**config.mk**
```make
export PLATFORM = sky130hd
export DESIGN_NAME = pipe_stage_chain
export DESIGN_NICKNAME = d
export VERILOG_FILES = /design/src/rtl/pipe_pkg.sv /design/src/rtl/pipe_stage.sv /design/src/rtl/pipe_stage_chain.sv
export SDC_FILE = /design/constraint.sdc
export NUM_CORES = 1
export LEC_CHECK = 0
export CAP_MARGIN = 20
export CORE_MARGIN = 5
export CORE_UTILIZATION = 41
export CTS_CLUSTER_DIAMETER = 30
export CTS_CLUSTER_SIZE = 8
export DETAILED_ROUTE_END_ITERATION = 10
export PLACE_DENSITY = 0.86
export SLEW_MARGIN = 20
export SYNTH_ARGS = -nofsm -noshare
export SYNTH_HDL_FRONTEND = slang
export SYNTH_HIERARCHICAL = 1
export SYNTH_SLANG_ARGS = --single-unit
```
**constraint.sdc**
```tcl
create_clock -name clk_i -period 3 [get_ports clk_i]
set_input_delay 0.6 -clock clk_i [delete_from_list [all_inputs] [get_ports clk_i]]
set_output_delay 0.6 -clock clk_i [all_outputs]
set_load 0.02 [all_outputs]
```
**src/rtl/pipe_pkg.sv**
```systemverilog
// Shared constants for the elastic inter-stage pipeline registers.
// Per-boundary field widths and EX/MEM payload packing.
package pipe_pkg;

    localparam int IF_ID_CTRL_W  = 1;
    localparam int IF_ID_DATA_W  = 64;
    localparam int ID_EX_CTRL_W  = 9;
    localparam int ID_EX_DATA_W  = 101;
    localparam int EX_MEM_CTRL_W = 4;
    localparam int EX_MEM_DATA_W = 69;
    localparam int MEM_WB_CTRL_W = 2;
    localparam int MEM_WB_DATA_W = 69;

    localparam int ALU_OUT_LSB = 0;
    localparam int ALU_OUT_W   = 32;
    localparam int STORE_LSB   = 32;
    localparam int STORE_W     = 32;
    localparam int RD_LSB      = 64;
    localparam int RD_W        = 5;

    typedef struct packed {
        logic [RD_W-1:0]      rd;
        logic [STORE_W-1:0]   store_data;
        logic [ALU_OUT_W-1:0] alu_out;
    } ex_mem_data_t;

    function automatic logic [EX_MEM_DATA_W-1:0] pack_ex_mem(
        input logic [ALU_OUT_W-1:0] alu_out,
        input logic [STORE_W-1:0]   store_data,
        input logic [RD_W-1:0]      rd
    );
        ex_mem_data_t p;
        p.alu_out    = alu_out;
        p.store_data = store_data;
        p.rd         = rd;
        return p;
    endfunction

endpackage

```
**src/rtl/pipe_stage.sv**
```systemverilog
// One elastic pipeline register: valid, control and payload.
// Control is forced to zero whenever the stage holds a bubble.
module pipe_stage
    import pipe_pkg::*;
#(
    parameter int CTRL_W = EX_MEM_CTRL_W,
    parameter int DATA_W = EX_MEM_DATA_W
) (
    input  logic              clk_i,
    input  logic              rst_i,
    input  logic              flush_i,
    input  logic              load_i,
    input  logic              valid_i,
    input  logic [CTRL_W-1:0] ctrl_i,
    input  logic [DATA_W-1:0] data_i,
    output logic              valid_o,
    output logic [CTRL_W-1:0] ctrl_o,
    output logic [DATA_W-1:0] data_o
);

    always_ff @(posedge clk_i) begin
        if (rst_i) begin
            valid_o <= 1'b0;
            ctrl_o  <= '0;
            data_o  <= '0;
        end else if (flush_i) begin
            // payload is left in place; only valid and control are killed
            valid_o <= 1'b0;
            ctrl_o  <= '0;
        end else if (load_i) begin
            valid_o <= valid_i;
            ctrl_o  <= valid_i ? ctrl_i : '0;
            data_o  <= data_i;
        end
    end

endmodule

```
**src/rtl/pipe_stage_chain.sv**
```systemverilog
// Chain of DEPTH elastic pipeline stages with valid/ready backpressure,
// bubble collapsing, flush and a registered occupancy count.
module pipe_stage_chain
    import pipe_pkg::*;
#(
    parameter int CTRL_W = EX_MEM_CTRL_W,
    parameter int DATA_W = EX_MEM_DATA_W,
    parameter int DEPTH  = 1,
    parameter int OCC_W  = $clog2(DEPTH + 1)
) (
    input  logic              clk_i,
    input  logic              rst_i,
    input  logic              in_valid_i,
    output logic              in_ready_o,
    input  logic [CTRL_W-1:0] in_ctrl_i,
    input  logic [DATA_W-1:0] in_data_i,
    input  logic              flush_i,
    output logic              out_valid_o,
    input  logic              out_ready_i,
    output logic [CTRL_W-1:0] out_ctrl_o,
    output logic [DATA_W-1:0] out_data_o,
    output logic [OCC_W-1:0]  occ_o
);

    logic [DEPTH-1:0]  v;
    logic [DEPTH-1:0]  r;
    logic [CTRL_W-1:0] c [DEPTH];
    logic [DATA_W-1:0] d [DEPTH];
    logic [OCC_W-1:0]  occ_q;
    logic              in_xfer;
    logic              out_xfer;

    // A stage accepts if it or any stage ahead of it is empty,
    // or the head is draining; flattened to avoid a comb self-loop.
    always_comb begin
        logic acc;
        acc = out_ready_i;
        r   = '0;
        for (int k = DEPTH - 1; k >= 0; k--) begin
            acc  = acc | ~v[k];
            r[k] = acc;
        end
    end

    for (genvar k = 0; k < DEPTH; k++) begin : g_stage
        logic              src_v;
        logic [CTRL_W-1:0] src_c;
        logic [DATA_W-1:0] src_d;

        if (k == 0) begin : g_src
            assign src_v = in_valid_i;
            assign src_c = in_ctrl_i;
            assign src_d = in_data_i;
        end else begin : g_src
            assign src_v = v[k-1];
            assign src_c = c[k-1];
            assign src_d = d[k-1];
        end

        pipe_stage #(
            .CTRL_W (CTRL_W),
            .DATA_W (DATA_W)
        ) u_stage (
            .clk_i   (clk_i),
            .rst_i   (rst_i),
            .flush_i (flush_i),
            .load_i  (r[k]),
            .valid_i (src_v),
            .ctrl_i  (src_c),
            .data_i  (src_d),
            .valid_o (v[k]),
            .ctrl_o  (c[k]),
            .data_o  (d[k])
        );
    end

    assign in_ready_o  = r[0];
    assign out_valid_o = v[DEPTH-1];
    assign out_ctrl_o  = c[DEPTH-1];
    assign out_data_o  = d[DEPTH-1];

    assign in_xfer  = in_valid_i & r[0];
    assign out_xfer = v[DEPTH-1] & out_ready_i;

    always_ff @(posedge clk_i) begin
        if (rst_i || flush_i) begin
            occ_q <= '0;
        end else if (in_xfer && !out_xfer) begin
            occ_q <= occ_q + OCC_W'(1);
        end else if (!in_xfer && out_xfer) begin
            occ_q <= occ_q - OCC_W'(1);
        end
    end

    assign occ_o = occ_q;

endmodule

```
==> summary.txt <==
Final hold vios: 0
Slowest cell on crit path: clkdlybuf4s50_1
Setup Skew: 0.00344 ns
Clock transition at path regs: 0.07 ns
Fin area: 4410 um2
I/O pin total: 154
Number of H-tree levels: 3
Post-Syn Area per Cell: 8.14 um2
Seq. cell area: 1500 um2
CTS Buffer Depth: 2
FF-to-FF setup slack: 1.17 ns
Layout cells sized above 1: 0.0564
WS Path Type: primary input to output pin
Slew Viols, Final: 0
Gate family responsible for the most delay along the worst path: buffers and inverters
Synthesized area: 2680 um2
Setup violators final: 0
Critical Path RT: 2.40 ns
Status: completed
P&R area growth vs syn: 64.7%
Fin util: 0.695
Crit path top cell by count: clkdlybuf4s50_1
Routed WL per cell: 14.5 um
Largest net degree at the start of global routing: 41
Yosys reg bits: 75
Clock sink count: 75
Peak fanout along the critical path: 2
FF-to-FF End: g_stage[0].u_stage/data_o[37]
Hold Path End: g_stage[0].u_stage/data_o[45]
Via count: 2695
Fillcell total: 521
Hold Crit Class: flop to flop
Top cells by area, synth: dfxtp_1, nand2_1, a21oi_1
Worst R2R Start: g_stage[0].u_stage/valid_o
Die area: 8250 um2
PD cells: 522 nW/um2
Vias/cell: 4.85
Synth unique cells: 19
Starting Density: 0.422
DRT Pass-1 Iters: 4
Antenna Nets Post-Route: 0
TritonCTS buffer count: 9
Max Clk Rate: 0.415 GHz
P_sw: 0.581 mW
Overflow after GRT: 0
Measured slew at the worst slew-check pin: 0.740 ns
Die height: 90.8 um
PortBufs: 153
CP Launch Type: primary input
Post CTS Setup Buffer Count: 0
Antenna Cells: 0
Int Pwr: 1.72 mW
Die width: 90.8 um
Clk Latency, worst-skew pair: 0.33 ns
Critical Path End Type: output pin
Min-delay src: g_stage[0].u_stage/data_o[45]
Slew headroom: 0.507
Hpwl dp: 5.93 mm
Cts repair resizes: 0
Gp weighted congestion: 0.728
Total Routing Usage GR: 0.193
Seq/Total Area, Yosys: 0.560
Switch share: 0.253
Post-DP Area: 4200 um2
R2R depth: 6
Setup TNS: 0 ns
Syn Inst Count: 329
Combinational power share: 0.181
Hold buffer count at cts: 0
Crit path buf inv count: 2
Vias in the first global route: 2635
RSZ-0062 raised after global routing: no
Core footprint: 6350 um2
Slowest stage delay, CP: 0.55 ns
First-pass GRT wire length: 13.0 mm
Share of Yosys cell area claimed by the top area cell type: 0.560
Drt total wl: 8.08 mm
Crit path cell chain: clkdlybuf4s50_1 -> or2b_1 -> clkdlybuf4s50_1
Reg power frac: 0.468
Post-synthesis net count: 407
# Max-Cap Violations: 0
Static leakage: 1.68 nW
CP arrival: 1.81 ns
Warning count from the yosys run: 6
Row count: 29
Initial antenna violation count: 0
1st-iter DRT viols: 91
Final nets: 552
Clock network fraction of total power: 0.350
Tmin final: 2.41 ns
TritonCTS clock tree: built
Post-route DRC violation count: 0
Hold Crit Depth: 2
Root buffer cell: clkbuf_8
Final Cycle Share: 0.803
Max VDD drop: 357 uV
Yosys top cell by area: dfxtp_1
Area of the multi-input gates: 1020 um2
[placed cells by master, fill, tap and decap left out]
cell type,n
clkdlybuf4s50_1,152
a21oi_1,68
nor3_1,6
mux2i_1,1
buf_2,1
or2b_1,1
nor4b_2,1
a21oi_2,1
nand2b_2,1
and2b_1,1
o21ai_1,1
dfxtp_1,75
buf_12,1
and3b_1,1
a31oi_1,4
clkinv_2,2
clkinvlp_4,1
bufinv_16,1
nor2b_1,4
buf_4,5
and2b_2,1
clkbuf_8,12
nand2_1,138
[logic make-up (layout without fill, tap and decap cells)]
group / count (synthesis) / in the layout / share of synthesized area
buf+inv: 25 / 175 / 0.0607
compound gates: 74 / 74 / 0.142
mux: 1 / 1 / 0.00374
flops: 75 / 75 / 0.560
simple gates: 154 / 154 / 0.234
[layout make-up]
type                       instances  area share
clock buffer                      12      0.0374
clock inverter                     4      0.0108
multi-input combinational        229       0.231
sequential                        75       0.340
tap                               77      0.0218
timing repair buffer             159       0.359
[cell usage after synthesis, drive strengths merged]
library cell	n
dfxtp	75
nand2	138
nor3	6
and3b	1
clkbuf	8
a31oi	4
a21oi	69
nor2b	4
or2b	1
nor4b	1
and2b	2
o21ai	1
mux2i	1
nand2b	1
buf	17
[registers in the layout (all words and copies together) (netlist names)]
| name | count |
|---|---|
| g_stage.u_stage/ctrl_o | 4 |
| g_stage.u_stage/data_o | 69 |
| g_stage.u_stage/valid_o | 1 |
| occ_o | 1 |
[layer usage]
layer / part of all wire / vias to the layer above / GRT usage
met2: 0.48 / 110 / 0.326
met4: 0.020 / 0 / 0.0758
met1: 0.40 / 1220 / 0.215
met3: 0.099 / 17 / 0.0817
met5: 0 / - / 0
li1: - / 1348 / -
[how the worst max path moves through the flow]
stage,from,endpoint,depth (start not counted)
2_1_floorplan,out_ready_i,g_stage[0].u_stage/data_o[65],8
3_3_place_gp,out_ready_i,g_stage[0].u_stage/data_o[37],7
3_5_place_dp,out_ready_i,g_stage[0].u_stage/data_o[37],7
4_1_cts,out_ready_i,in_ready_o,3
5_1_grt,out_ready_i,in_ready_o,3
6_report,out_ready_i,in_ready_o,3
[tightest hold or removal path, cell delays in order (launching register included)]
cell,delay (ns)
dfxtp_1,0.31
nand2_1,0.05
a21oi_1,0.05
[through the flow]
step | total power [mW] | instances | worst slack, ns | hold WS, ns
2_1_floorplan | 1.29 | 329 | 1.15 | 0.533
3_3_place_gp | 1.51 | 540 | 0.546 | 0.440
3_5_place_dp | 1.52 | 540 | 0.503 | 0.446
4_1_cts | 2.33 | 556 | 0.581 | 0.456
5_1_grt | 2.41 | 556 | 0.539 | 0.473
6_report | 2.30 | 556 | 0.590 | 0.453
[power groups by stage]
stage                     Combinational, mW  Sequential [mW]  Clock [mW]
after floorplan                       0.119             1.17           0
after global placement                0.413             1.10           0
after detailed placement              0.420             1.10           0
after CTS                             0.422             1.08       0.830
after global routing                  0.451             1.09       0.871
final                                 0.417             1.08       0.807
No activity file was read; power rests on OpenSTA's default activity.
